## config.mk

```make
export PLATFORM = sky130hd
export DESIGN_NAME = puf_challenge_sequencer
export DESIGN_NICKNAME = d
export VERILOG_FILES = /design/src/rtl/puf_pkg.sv /design/src/rtl/puf_lfsr.sv /design/src/rtl/puf_challenge_sequencer.sv
export SDC_FILE = /design/constraint.sdc
export NUM_CORES = 1
export LEC_CHECK = 0
export ABC_AREA = 1
export CAP_MARGIN = 10
export CORE_ASPECT_RATIO = 0.75
export CORE_UTILIZATION = 48
export DETAILED_ROUTE_END_ITERATION = 16
export MAX_ROUTING_LAYER = met4
export PLACE_DENSITY = 0.75
export SYNTH_ARGS = -nofsm -noshare
export SYNTH_HDL_FRONTEND = slang
export SYNTH_SLANG_ARGS = --single-unit
```

## constraint.sdc

```tcl
create_clock -name clk -period 1.6 [get_ports clk]
set_input_delay 0.32 -clock clk [delete_from_list [all_inputs] [get_ports clk]]
set_output_delay 0.32 -clock clk [all_outputs]
set_load 0.03 [all_outputs]
```

## src/rtl/puf_pkg.sv

```systemverilog
// Shared definitions for the arbiter-PUF challenge sequencer.
// Holds the sequencer state encoding, the challenge width, the LFSR tap
// mask and the LFSR step function used by both the LFSR and the top.
// No ports (package).
package puf_pkg;

    localparam int CHAL_W = 8;

    // Feedback taps on bits 7, 5, 4 and 3 (maximal-length for 8 bits).
    localparam logic [CHAL_W-1:0] LFSR_TAPS = 8'b1011_1000;

    typedef enum logic [2:0] {
        IDLE,
        APPLY,
        FIRE,
        RELEASE,
        OUT
    } state_t;

    // Fibonacci step: shift left, feedback is the XOR of the tapped bits.
    function automatic logic [CHAL_W-1:0] lfsr_next(input logic [CHAL_W-1:0] l);
        return {l[CHAL_W-2:0], ^(l & LFSR_TAPS)};
    endfunction

endpackage

```

## src/rtl/puf_lfsr.sv

```systemverilog
// Challenge generator LFSR.
// Ports:
//   clk, rst     clock and synchronous active-high reset (reset -> SEED)
//   load         load load_value (a zero value is replaced by 1)
//   load_value   seed to load
//   step         advance one LFSR step
//   value        current LFSR contents
module puf_lfsr
    import puf_pkg::*;
#(
    parameter logic [CHAL_W-1:0] SEED = 8'h01
) (
    input  logic              clk,
    input  logic              rst,
    input  logic              load,
    input  logic [CHAL_W-1:0] load_value,
    input  logic              step,
    output logic [CHAL_W-1:0] value
);

    always_ff @(posedge clk) begin
        if (rst) begin
            value <= SEED;
        end else if (load) begin
            // All-zero is the lock-up state of an XOR LFSR.
            value <= (load_value == '0) ? CHAL_W'(1) : load_value;
        end else if (step) begin
            value <= lfsr_next(value);
        end
    end

endmodule

```

## src/rtl/puf_challenge_sequencer.sv

```systemverilog
// Initiator side of an arbiter-PUF challenge/response interface.
// Drives LFSR challenges with timed race pulses, majority-votes REPEAT
// evaluations per challenge, packs WORD_BITS voted bits per word and hands
// the word plus an instability mask out over valid/ready.
// Ports:
//   clk, rst                  clock, synchronous active-high reset
//   start, run                one-word start (IDLE only) / continuous mode
//   seed_load, seed           LFSR seed load (IDLE only, 0 -> 1)
//   puf_challenge, puf_pulse  challenge and race pulse to the PUF
//   puf_response              PUF response bit
//   resp_word, resp_unstable  packed voted bits / non-unanimous mask
//   resp_valid, resp_ready    output handshake
//   busy                      high whenever not IDLE
//
// state   | meaning
// IDLE    | waiting for start, seed may be loaded
// APPLY   | new challenge presented, pulse low (1 cycle)
// FIRE    | pulse high for SETTLE cycles, response sampled on last edge
// RELEASE | pulse low for SETTLE cycles, then re-fire or resolve the bit
// OUT     | word presented until accepted
module puf_challenge_sequencer
    import puf_pkg::*;
#(
    parameter int                WORD_BITS = 8,
    parameter int                REPEAT    = 3,
    parameter int                SETTLE    = 4,
    parameter logic [CHAL_W-1:0] LFSR_SEED = 8'h01
) (
    input  logic                 clk,
    input  logic                 rst,
    input  logic                 start,
    input  logic                 run,
    input  logic                 seed_load,
    input  logic [CHAL_W-1:0]    seed,
    output logic [CHAL_W-1:0]    puf_challenge,
    output logic                 puf_pulse,
    input  logic                 puf_response,
    output logic [WORD_BITS-1:0] resp_word,
    output logic [WORD_BITS-1:0] resp_unstable,
    output logic                 resp_valid,
    input  logic                 resp_ready,
    output logic                 busy
);

    localparam int EW = $clog2(REPEAT + 1);
    localparam int SW = $clog2(SETTLE + 1);
    localparam int BW = $clog2(WORD_BITS + 1);

    localparam logic [EW-1:0] REPEAT_C    = EW'(REPEAT);
    localparam logic [EW:0]   REPEAT_X    = (EW + 1)'(REPEAT);
    localparam logic [SW-1:0] SETTLE_LAST = SW'(SETTLE - 1);
    localparam logic [BW-1:0] WORD_LAST   = BW'(WORD_BITS - 1);

    state_t                 state;
    logic [SW-1:0]          settle_cnt;
    logic [EW-1:0]          eval_cnt;
    logic [EW-1:0]          ones_cnt;
    logic [BW-1:0]          bit_cnt;
    logic [WORD_BITS-1:0]   word_sh;
    logic [WORD_BITS-1:0]   unst_sh;

    logic [CHAL_W-1:0]      lfsr_value;
    logic                   lfsr_load;
    logic                   resolve;
    logic                   voted;
    logic                   unstable;
    logic [EW:0]            twice_ones;

    assign lfsr_load  = (state == IDLE) && seed_load;
    assign resolve    = (state == RELEASE) && (settle_cnt == '0) && (eval_cnt == REPEAT_C);
    assign twice_ones = {ones_cnt, 1'b0};
    assign voted      = twice_ones > REPEAT_X;
    assign unstable   = (ones_cnt != '0) && (ones_cnt != REPEAT_C);

    puf_lfsr #(
        .SEED(LFSR_SEED)
    ) u_lfsr (
        .clk       (clk),
        .rst       (rst),
        .load      (lfsr_load),
        .load_value(seed),
        .step      (resolve),
        .value     (lfsr_value)
    );

    always_ff @(posedge clk) begin
        if (rst) begin
            state         <= IDLE;
            settle_cnt    <= '0;
            eval_cnt      <= '0;
            ones_cnt      <= '0;
            bit_cnt       <= '0;
            word_sh       <= '0;
            unst_sh       <= '0;
            puf_challenge <= '0;
            puf_pulse     <= 1'b0;
            resp_word     <= '0;
            resp_unstable <= '0;
            resp_valid    <= 1'b0;
            busy          <= 1'b0;
        end else begin
            case (state)
                IDLE: begin
                    if (!seed_load && start) begin
                        state         <= APPLY;
                        puf_challenge <= lfsr_value;
                        busy          <= 1'b1;
                    end
                end

                APPLY: begin
                    state      <= FIRE;
                    puf_pulse  <= 1'b1;
                    settle_cnt <= SETTLE_LAST;
                end

                FIRE: begin
                    if (settle_cnt == '0) begin
                        ones_cnt   <= ones_cnt + EW'(puf_response);
                        eval_cnt   <= eval_cnt + 1'b1;
                        puf_pulse  <= 1'b0;
                        settle_cnt <= SETTLE_LAST;
                        state      <= RELEASE;
                    end else begin
                        settle_cnt <= settle_cnt - 1'b1;
                    end
                end

                RELEASE: begin
                    if (settle_cnt != '0) begin
                        settle_cnt <= settle_cnt - 1'b1;
                    end else if (eval_cnt != REPEAT_C) begin
                        puf_pulse  <= 1'b1;
                        settle_cnt <= SETTLE_LAST;
                        state      <= FIRE;
                    end else begin
                        ones_cnt <= '0;
                        eval_cnt <= '0;
                        word_sh  <= {word_sh[WORD_BITS-2:0], voted};
                        unst_sh  <= {unst_sh[WORD_BITS-2:0], unstable};
                        if (bit_cnt == WORD_LAST) begin
                            bit_cnt       <= '0;
                            resp_word     <= {word_sh[WORD_BITS-2:0], voted};
                            resp_unstable <= {unst_sh[WORD_BITS-2:0], unstable};
                            state         <= OUT;
                        end else begin
                            bit_cnt       <= bit_cnt + 1'b1;
                            // The LFSR steps on this same edge, so present its successor.
                            puf_challenge <= lfsr_next(lfsr_value);
                            state         <= APPLY;
                        end
                    end
                end

                OUT: begin
                    // valid rises one cycle after the word is latched
                    if (!resp_valid) begin
                        resp_valid <= 1'b1;
                    end else if (resp_ready) begin
                        resp_valid <= 1'b0;
                        if (run) begin
                            puf_challenge <= lfsr_value;
                            state         <= APPLY;
                        end else begin
                            busy  <= 1'b0;
                            state <= IDLE;
                        end
                    end
                end

                default: begin
                    state <= IDLE;
                    busy  <= 1'b0;
                end
            endcase
        end
    end

endmodule

```

==> results_dict.tcl, run 1 <==
set metrics [dict create \
    status "completed" \
    ir_worst_vdd_mv 0.677 \
    synth-main-ff-cell "dfxtp_1" \
    h-tree-depth 3 \
    layout-drive-gt1-share_pct 13.3 \
    path_max_fanout 20 \
    dp.cells 503 \
    drt_first_pass_iters 4 \
    num_vias 2610 \
    grt_pass1_vias 2316 \
    yosysTopAreaCellShare_pct 44.7 \
    slew_violations 0 \
    grt_usage_pct 23.3 \
    setup_viol 0 \
    syn_avg_cell_area_um2 7.30 \
    power_uw 4450 \
    final_cell_count_no_fill 519 \
    synthTopCellsByArea "dfxtp_1 (45%), nand2_1 (14%), a21oi_1 (7.4%), o21ai_0 (5.3%), nor2_1 (5.2%)" \
    grt_pass1_wl_um 10900 \
    yosys_warnings 0 \
    muxShareOfSynthArea_pct 0 \
    route.detailed.drc 0 \
    crit_path_end_kind "flip-flop" \
    clock_sinks 63 \
    synth_cell_types 31 \
    yosys.area_share.adder_pct 2.22 \
    synth_top_area_cell "dfxtp_1" \
    fin_crit_sh_pct 96.3 \
    overflow 0 \
    clkLatencyLatePin_ps 330 \
    path_class "flip-flop to flip-flop" \
    core_area_um2 5500 \
    worstMarginPinSlew_ps 334 \
    hpwl_um 4450 \
    start_kind "flip-flop" \
    multiInputGateArea_um2 1380 \
    timing.hold.ws_ps 450 \
    synth_edf_count 0 \
    drt-initial-drc-count 96 \
    io_buffers 41 \
    synth_xor_xnor_area_share_pct 1.55 \
    cp_data_required_time_ps 1830 \
    synth-seq-area-share_pct 44.7 \
    final-hold-violation-count 0 \
    yosys.area_share.simple_pct 28.0 \
    drt-vias-per-instance 5.03 \
    synth_top_family_by_area "simple AND/OR/NAND/NOR gates" \
    synth_cells 387 \
    power.density_nw_per_um2 1240 \
    cp.arrival_ps 1770 \
    r2r_cells 9 \
    hold_path.class "flip-flop to flip-flop" \
    syn_nets 407 \
    num-fill-cells 487 \
    cts-buffers-inserted 9 \
    ys_top_cells_by_count "nand2_1 (106), dfxtp_1 (63), a21oi_1 (42)" \
    root_buffer "clkbuf_8" \
    clk_pin_slew_ps 70 \
    timing.setup.tns_ps 0 \
    synth.most_common_cell "nand2_1" \
    grt_max_degree 25 \
    ant_nets 0 \
    cts_tree "built" \
    syn2layout_area_growth_pct 27.7 \
    netlist_area_um2 2820 \
    seqCellArea_um2 1260 \
    post-route-min-period_ps 1540 \
    ys_seq_elements 63 \
    num_rows 23 \
    synth_compound_area_share_pct 15.7 \
    hold_depth 2 \
    synthArstFlopShare_pct 0 \
    io_pins 42 \
    finalNetCount 460 \
    antenna_found_initial 0 \
    dieWidth_um 90.6 \
    initial_core_util_pct 51.4 \
    detail_route.wl_per_cell_um 12.2 \
    gp_congestion 0.849 \
    power.leakage_uw 0.00152 \
    slew-limit-headroom_pct 77.7 \
    clk_path_buf_depth 2 \
    max_freq_mhz 649 \
    skew_ps 7.50 \
    dieArea_um2 6200 \
    routed_wl_um 6320 \
    antenna_cells 0 \
    die_h_um 68.4 \
    rsz0062_at_grt "true" \
    cap_violations 0 \
]
-- per-layer routing --
metal	global-route usage, %	vias to the layer above	wire length, um
li1	-	1356	-
met2	36.9	54	2870
met4	7.86	0	68
met1	28.8	1192	3080
met5	-	-	0
met3	6.78	8	299
-- per-stage QoR --
step	cell area, um^2	utilization (%)	setup WS, ps
final	3610	65.6	59.0
after global routing	3610	65.6	-19.9
after CTS	3540	64.5	22.3
after detailed placement	3380	61.5	-50.2
after global placement	3380	61.5	4.10
after floorplan	2820	-	69.7
-- critical path, cell delays in order (launching register included) --
cell and delay, ps:
dfxtp_1 360, ha_1 210, inv_1 90, nor2_4 200, nand2_4 70, clkinv_2 90, buf_12 160, nand2_2 50
xor2_1 150, nor2_1 50
-- worst paths after layout --
| check | startpoint | end | slack, ps |
|---|---|---|---|
| setup / recovery | eval_cnt[0] | bit_cnt[3] | 60 |
| hold / removal | puf_pulse | puf_pulse | 450 |
| setup reg to reg | eval_cnt[0] | bit_cnt[3] | 60 |
| hold reg to reg | puf_pulse | puf_pulse | 450 |
-- power by group --
group | leakage [uW] | internal [uW] | switching, uW
Combinational | 0.000914 | 456 | 802
Clock | 0.0000985 | 794 | 580
Sequential | 0.000511 | 1700 | 122
-- final cells by class --
cell class,instances,share of cell area (%)
Clock buffer,12,4.30
Clock inverter,3,1.18
Inverter,36,3.92
Multi-Input combinational cell,273,38.4
Sequential cell,63,35.0
Tap cell,75,2.60
Timing Repair Buffer,57,14.6
-- registers in the layout (all words and copies together), names as in the netlist --
signal and flops:
resp_valid 1, word_sh 7, bit_cnt 4, settle_cnt 3, puf_pulse 1, u_lfsr.value 8
resp_word 8, eval_cnt 2, state 3, ones_cnt 2, unst_sh 7, busy 1
puf_challenge 8, resp_unstable 8
-- logic make-up after synthesis --
| kind of cell | Yosys count |
|---|---|
| AO/OA/AOI/OAI | 83 |
| flip-flops | 63 |
| XOR/XNOR | 5 |
| AND/OR/NAND/NOR | 180 |
| buffers and inverters | 51 |
| adder cells (fa/ha/maj) | 5 |
-- timing repair --
item	in CTS	in global routing
buffers inserted	0	1
endpoints found under the setup margin	27	45
pin swaps	0	4
resized for setup	27	19
hold buffers	0	0
-- placed cells by master, fill, tap and decap left out, types with 11 or more instances in the layout --
master and n:
o21ai_0 30, dlygate4sd2_1 27, dfxtp_1 61, clkbuf_8 11
buf_4 13, nor2_1 39, clkdlybuf4s50_1 14, a21oi_1 40
inv_1 28, nand2_1 104, nand3_1 18
Note: power is estimated with default switching activity, not from simulation.
==> inputs of run 2 (changes only) <==
--- a/config.mk
+++ b/config.mk
@@ -8,10 +8,11 @@
 export ABC_AREA = 1
 export CAP_MARGIN = 10
 export CORE_ASPECT_RATIO = 0.75
-export CORE_UTILIZATION = 48
+export CORE_UTILIZATION = 58
 export DETAILED_ROUTE_END_ITERATION = 16
 export MAX_ROUTING_LAYER = met4
-export PLACE_DENSITY = 0.75
+export PLACE_DENSITY = 0.85
+export SKIP_CTS_REPAIR_TIMING = 1
 export SYNTH_ARGS = -nofsm -noshare
 export SYNTH_HDL_FRONTEND = slang
 export SYNTH_SLANG_ARGS = --single-unit
==> constraint.sdc (replaced) <==
create_clock -name clk -period 1.98 [get_ports clk]
set_input_delay 0.396 -clock clk [delete_from_list [all_inputs] [get_ports clk]]
set_output_delay 0.396 -clock clk [all_outputs]
set_load 0.03 [all_outputs]
==> run 2 against run 1 <==
  * Sequential power fell by 19%
  * Critical path depth fell by 8
  * Non-clock buffer count fell by 8
  * Clock skew fell by 3.7 ps
  * Register-to-register slack improved by 180 ps
  * Largest cell class unchanged
  * Critical path type is now flip-flop to primary output
  * Combinational power fell by 26%
  * Routed wire length rose by 5.3%
  * Flip-flop and latch count did not move
  * Cell area fell by 2.3%
  * Largest power group unchanged
==> results_dict.tcl, run 2 (synthesis results as in run 1) <==
set metrics [dict create \
    status "completed" \
    critPathLaunch "puf_challenge[1]" \
    ir_worst_vdd_mv 0.842 \
    hpwl_um 4350 \
    setup_viol 0 \
    skew_ps 3.80 \
    drt-initial-drc-count 215 \
    overflow 0 \
    max_freq_mhz 560 \
    num_rows 21 \
    min_from "puf_pulse" \
    worstMarginPinSlew_ps 399 \
    path_class "flip-flop to primary output" \
    routed_wl_um 6660 \
    path_max_fanout 2 \
    cts-buffers-inserted 9 \
    gp_congestion 0.886 \
    power.density_nw_per_um2 1060 \
    io_pins 42 \
    slew_violations 0 \
    layout-drive-gt1-share_pct 9.15 \
    rr_startpoint "state[2]" \
    cap_violations 0 \
    placed_cell_area_um2 3280 \
    hold_path.class "flip-flop to flip-flop" \
    timing.setup.tns_ps 0 \
    power.leakage_uw 0.00138 \
    cp_num_buf_inv 1 \
    num_vias 2699 \
    syn2layout_area_growth_pct 24.7 \
    path_depth 1 \
    core_area_um2 4570 \
    grt_usage_pct 29.1 \
    clk_path_buf_depth 2 \
    slew-limit-headroom_pct 73.4 \
    rsz0062_at_grt "false" \
    layout_common_cells "nand2_1 (106), dfxtp_1 (63), a21oi_1 (42)" \
    path_cells "clkdlybuf4s50_1" \
    clk_pin_slew_ps 70 \
    start_kind "flip-flop" \
    fin_crit_sh_pct 90.3 \
    cts_tree "built" \
    die_h_um 62.4 \
    root_buffer "clkbuf_8" \
    dieArea_um2 5150 \
    post-route-min-period_ps 1790 \
    drt-vias-per-instance 5.46 \
    grt_max_degree 29 \
    io_buffers 41 \
    initial_core_util_pct 61.8 \
    final-hold-violation-count 0 \
    grt_pass1_wl_um 11200 \
    route.detailed.drc 0 \
    grt_pass1_vias 2542 \
    critPathSlowestCell "clkdlybuf4s50_1" \
    clkLatencyLatePin_ps 330 \
    cp_top_family "buffers and inverters" \
    drt_first_pass_iters 5 \
    cp_data_required_time_ps 1580 \
    hold_depth 2 \
    clock_sinks 63 \
    detail_route.wl_per_cell_um 13.5 \
    r2r_cells 7 \
    cp.arrival_ps 1390 \
    antenna_cells 0 \
    finalNetCount 452 \
    h-tree-depth 3 \
    crit_path_end_kind "primary output" \
    antenna_found_initial 0 \
    cpPeakStageDelay_ps 690 \
    layout_commonest_cell "nand2_1" \
    ant_nets 0 \
    postLayoutCellArea_um2 3520 \
    dieWidth_um 82.6 \
]
## run 2: cell count changes in the layout (fill, tap and decap cells not counted), moves of 3 or more
| cell | previous run | this run |
|---|---|---|
| dlygate4sd2_1 | 27 | 0 |
| clkdlybuf4s50_1 | 14 | 41 |
| inv_1 | 28 | 31 |
| buf_4 | 13 | 8 |
## run 2: area by class of cell
cell class	count	area, um^2
multi-input combinational	273	1340
sequential	63	1260
fill	335	1050
timing repair buffer	49	470
clock buffer	14	183
inverter	36	136
tap	57	71.3
clock inverter	2	60.1
## run 2: worst paths after layout
| kind | endpoint | slack, ps |
|---|---|---|
| worst min register to register | puf_pulse | 450 |
| worst max register to register | u_lfsr.value[2] | 240 |
| worst max-delay path | puf_challenge[1] | 190 |
| worst min-delay path | puf_pulse | 450 |
## run 2: routing by layer
layer  part of all wire, %  track usage [%]  vias to the layer above  wire length (um)
li1                      -                -                     1342                 -
met1                    45             36.4                     1235              3020
met2                    46             45.5                      107              3050
met3                   7.1             8.18                       15               472
met4                   1.7             9.05                        0               116
met5                     0                -                        -                 0
## run 2: report_power, final
group / internal [uW] / switching, uW / total, uW
registers: 1370 / 99.8 / 1470
clock network: 848 / 482 / 1330
logic: 318 / 617 / 935
total: 2540 / 1200 / 3740
## run 2: stage by stage
step	power (uW)	setup WS [ps]	hold WS [ps]	instances	utilization (%)
2_1_floorplan	2140	450	439	387	-
5_1_grt	3930	105	469	494	77.0
3_3_place_gp	2370	264	437	478	71.7
3_5_place_dp	2400	211	439	478	71.7
4_1_cts	3730	192	449	494	77.0
6_report	3740	193	447	494	77.0
==> inputs of run 3 (changes only) <==
--- a/config.mk
+++ b/config.mk
@@ -8,10 +8,11 @@
 export ABC_AREA = 1
 export CAP_MARGIN = 10
 export CORE_ASPECT_RATIO = 0.75
-export CORE_UTILIZATION = 58
+export CORE_UTILIZATION = 60
+export CTS_BUF_LIST = sky130_fd_sc_hd__clkbuf_8
 export DETAILED_ROUTE_END_ITERATION = 16
 export MAX_ROUTING_LAYER = met4
-export PLACE_DENSITY = 0.85
+export PLACE_DENSITY = 0.87
 export SKIP_CTS_REPAIR_TIMING = 1
 export SYNTH_ARGS = -nofsm -noshare
 export SYNTH_HDL_FRONTEND = slang
==> run 3 against run 2 <==
  * Clock skew is essentially flat
  * Register-to-register slack hardly changed
  * Die area decreased by 3.2%
  * Clock power is 26% lower
  * Global-route usage down 1.2 points
  * Cell area shrank 2.3%
  * First-iteration DRC count decreased by 24%
  * Flip-flop and latch count is the same
  * Setup slack got worse by 24 ps
  * Via count fell by 1.6%
  * Combinational power fell by 2.7%
  * Fmax is 1.3% lower
  * Largest power group unchanged
==> results_dict.tcl, run 3 (synthesis results as in run 1) <==
set metrics [dict create \
    dieWidth_um 81.2 \
    clk_path_buf_depth 2 \
    die_h_um 61.4 \
    h-tree-depth 3 \
    power.density_nw_per_um2 978 \
    r2r_setup_slack_ps 240 \
    initial_core_util_pct 62.9 \
    grt_pass1_wl_um 9850 \
    cts_tree "built" \
    dieArea_um2 4990 \
    grt_usage_pct 27.9 \
    drt_first_pass_iters 5 \
    path_max_fanout 2 \
    status "completed" \
    io_buffers 41 \
    slew-limit-headroom_pct 69.5 \
    fin_crit_sh_pct 91.5 \
    layout_common_cells "nand2_1 (106), dfxtp_1 (63), a21oi_1 (42)" \
    max_freq_mhz 552 \
    hold_depth 2 \
    routed_wl_um 6130 \
    cp_num_buf_inv 1 \
    drt-initial-drc-count 164 \
    r2r-end "u_lfsr.value[0]" \
    start_kind "flip-flop" \
    critPathSlowestCell "clkdlybuf4s50_1" \
    fin_util_pct 76.6 \
    setup_viol 0 \
    cp_top_family "buffers and inverters" \
    post-route-min-period_ps 1810 \
    cap_violations 0 \
    cp_data_required_time_ps 1580 \
    path_class "flip-flop to primary output" \
    grt_pass1_vias 2273 \
    hold_path.class "flip-flop to flip-flop" \
    drt-vias-per-instance 5.40 \
    clock_sinks 63 \
    crit_path_end_kind "primary output" \
    core_area_um2 4490 \
    slew_violations 0 \
    finalNetCount 450 \
    overflow 0 \
    io_pins 42 \
    route.detailed.drc 0 \
    r2r_cells 7 \
    cts-buffers-inserted 9 \
    ir_worst_vdd_mv 0.634 \
    grt_max_degree 44 \
    clkLatencyLatePin_ps 340 \
    num_rows 21 \
    path_cells "clkdlybuf4s50_1" \
    power.leakage_uw 0.00134 \
    detail_route.wl_per_cell_um 12.5 \
    hpwl_um 4270 \
    final_cell_count_no_fill 492 \
    clk_pin_slew_ps 60 \
    dp.cells 476 \
    antenna_found_initial 0 \
    rr_startpoint "state[2]" \
    rsz0062_at_grt "false" \
    skew_ps 3.60 \
    worstMarginPinSlew_ps 457 \
    layout-drive-gt1-share_pct 8.51 \
    timing.setup.tns_ps 0 \
    gp_congestion 0.833 \
    final-hold-violation-count 0 \
    min_to "puf_pulse" \
    root_buffer "clkbuf_8" \
    cpPeakStageDelay_ps 700 \
    layout_commonest_cell "nand2_1" \
    num_vias 2656 \
    cp.arrival_ps 1420 \
    antenna_cells 0 \
    syn2layout_area_growth_pct 21.8 \
    min_from "puf_pulse" \
    ant_nets 0 \
]
run 3: final cells by class:
cell class	count	area, um^2
Clock buffer	11	151
Sequential cell	63	1260
Tap cell	57	71.3
Multi-Input combinational cell	273	1340
Timing Repair Buffer	47	455
Clock inverter	5	25.0
Inverter	36	136
Fill cell	322	1050
run 3: metrics by stage:
stage | cell area, um^2 | hold slack [ps] | setup WS (ps) | total power, uW
after floorplan | 2820 | 439 | 450 | 2140
after global placement | 3260 | 436 | 197 | 2360
after detailed placement | 3260 | 445 | 127 | 2390
after CTS | 3440 | 455 | 155 | 3370
after global routing | 3440 | 469 | 42.7 | 3560
final | 3440 | 450 | 169 | 3370
run 3: worst max-delay path by stage:
stage	cells past startpoint	to	slack [ps]	from
after floorplan	10	u_lfsr.value[0]	450	settle_cnt[0]
final	1	puf_challenge[1]	170	puf_challenge[1]
after global routing	10	u_lfsr.value[3]	40	settle_cnt[0]
after detailed placement	7	u_lfsr.value[0]	130	seed_load
after global placement	7	u_lfsr.value[0]	200	seed_load
after CTS	1	puf_challenge[1]	160	puf_challenge[1]
run 3: worst min-delay path, stage by stage, from the launching register on:
cell,delay [ps]
dfxtp_1,310
inv_1,50
a21oi_1,50
run 3: report_power, final:
group	total, uW	switching [uW]	internal (uW)
logic	910	601	309
clock network	989	481	508
registers	1470	95.4	1370
total	3370	1180	2190
run 3: routing by layer:
layer	wire (um)	global-route usage (%)
met3	363	9.48
met2	2750	42.6
met4	69	11.0
met5	0	-
met1	2940	34.1
==> patch: new RTL, flow settings as in run 3 <==
The parameter `REPEAT` goes from 3 to 5.
--- a/src/rtl/puf_challenge_sequencer.sv
+++ b/src/rtl/puf_challenge_sequencer.sv
@@ -22,7 +22,7 @@
     import puf_pkg::*;
 #(
     parameter int                WORD_BITS = 8,
-    parameter int                REPEAT    = 3,
+    parameter int                REPEAT    = 5,
     parameter int                SETTLE    = 4,
     parameter logic [CHAL_W-1:0] LFSR_SEED = 8'h01
 ) (
Behaviour: same outputs for any inputs over 10 cycles, from zero or initial values and one cycle with rst high; that may be too few to reach the edited logic, so the function may still have changed.
==> patch against run 3 <==
- clock power rose by 8%
- routed wire length rose by 8.0%
- utilization rose by 2.2 points
- cell count rose by 4.5%
- synthesized area rose by 5.8%
- global-route usage rose by 0.18 points
- power rose by 12%
- cell area rose by 5.9%
- non-clock buffer count rose by 6
- critical path depth did not move
- sequential cell count rose by 2
- setup slack improved by 12 ps
- count of clock-buffer cells in the layout fell by 2
==> patch: results (changes against run 3) <==
synth_top_cells_by_count: "96 x nand2_1, 65 x dfxtp_1, 45 x nor2_1"
met3_wirelength_um: 481  # +33%
drt-initial-drc-count: 230  # +40%
final-instance-count-excl-fill: 514  # +4.5%
wirelength_met1_um: 3080  # +4.7%
worst_ep_arrival_time_ps: 1400  # -20 ps
slew-limit-headroom_pct: 70.7  # +1.2 points
grt_util_met3_pct: 8.91  # -0.57 points
synth-adder-area-share_pct: 2.93  # +0.71 points
clk_share_pct: 5.08  # -0.043 points
critical-path-max-stage-delay_ps: 680  # -20 ps
holdWs_ps: 475  # +25.2 ps
signal_buffers: 53  # +13%
worst_hold_startpoint: "unst_sh[3]$_SDFFE_PP0P_"
cp-startpoint: "resp_valid$_SDFFE_PP0N_"
buf_share_pct: 13.7  # +0.50 points
grt_pass1_wl_um: 11300  # +15%
globalRouteTotalUtil_pct: 28.1  # +0.18 points
postLayoutCoreUtil_pct: 78.8  # +2.2 points
dpl.hpwl_um: 4870  # +14%
via_count: 2807  # +5.7%
place_inst: 499  # +4.8%
via_count_of_the_first_global_routing_pass: 2534  # +11%
grt_util_met2_pct: 43.4  # +0.83 points
yosys_register_bits: 65  # +3.2%
status: "complete, no violations"
grt_util_met1_pct: 35.8  # +1.7 points
first_pass_iters: 4  # -1
inverters: 37  # +2.8%
synthXorXnorAreaFrac_pct: 0.879  # -0.67 points
place_ws_ps: 258  # +130 ps
finish.net_count: 475  # +5.6%
post_route_cells_drive_above_1_share_pct: 7.88  # -0.63 points
detail_route.wirelength_um: 6620  # +8.0%
rr_endpoint: "resp_word[4]$_SDFFE_PP0P_"
fillerInstances: 335  # +4.0%
skew_final_ps: 3.82  # +0.221 ps
placedInstanceArea_mm2: 0.00346  # +5.9%
num-multi-input-gates: 287  # +5.1%
clkbuf_count: 9  # -2
met2RoutedLength_um: 2990  # +8.7%
[patch: changes by cell type in the layout (fill, tap and decap cells not counted), moves of 4 or more]
cell / before / now
a22oi_1: 1 / 10
buf_4: 6 / 12
nand3_1: 20 / 27
nand2_1: 106 / 96
inv_1: 33 / 37
nor2_1: 39 / 45
nand3b_1: 0 / 10
a21oi_1: 42 / 36
[patch: how the worst max path moves through the flow]
stage | endpoint | slack [ps] | cells past startpoint
floorplan | puf_challenge[1]$_SDFFE_PP0P_ | 450 | 9
global placement | puf_challenge[2]$_SDFFE_PP0P_ | 290 | 7
detailed placement | resp_word[4]$_SDFFE_PP0P_ | 260 | 7
CTS | resp_valid | 180 | 1
global route | resp_word[4]$_SDFFE_PP0P_ | 20 | 7
finish | resp_valid | 180 | 1
[patch: report_power, final]
group | total, mW | switching [mW] | internal, mW
sequential | 1.55 | 0.0993 | 1.45
combinational | 1.14 | 0.707 | 0.436
clock | 1.07 | 0.504 | 0.569
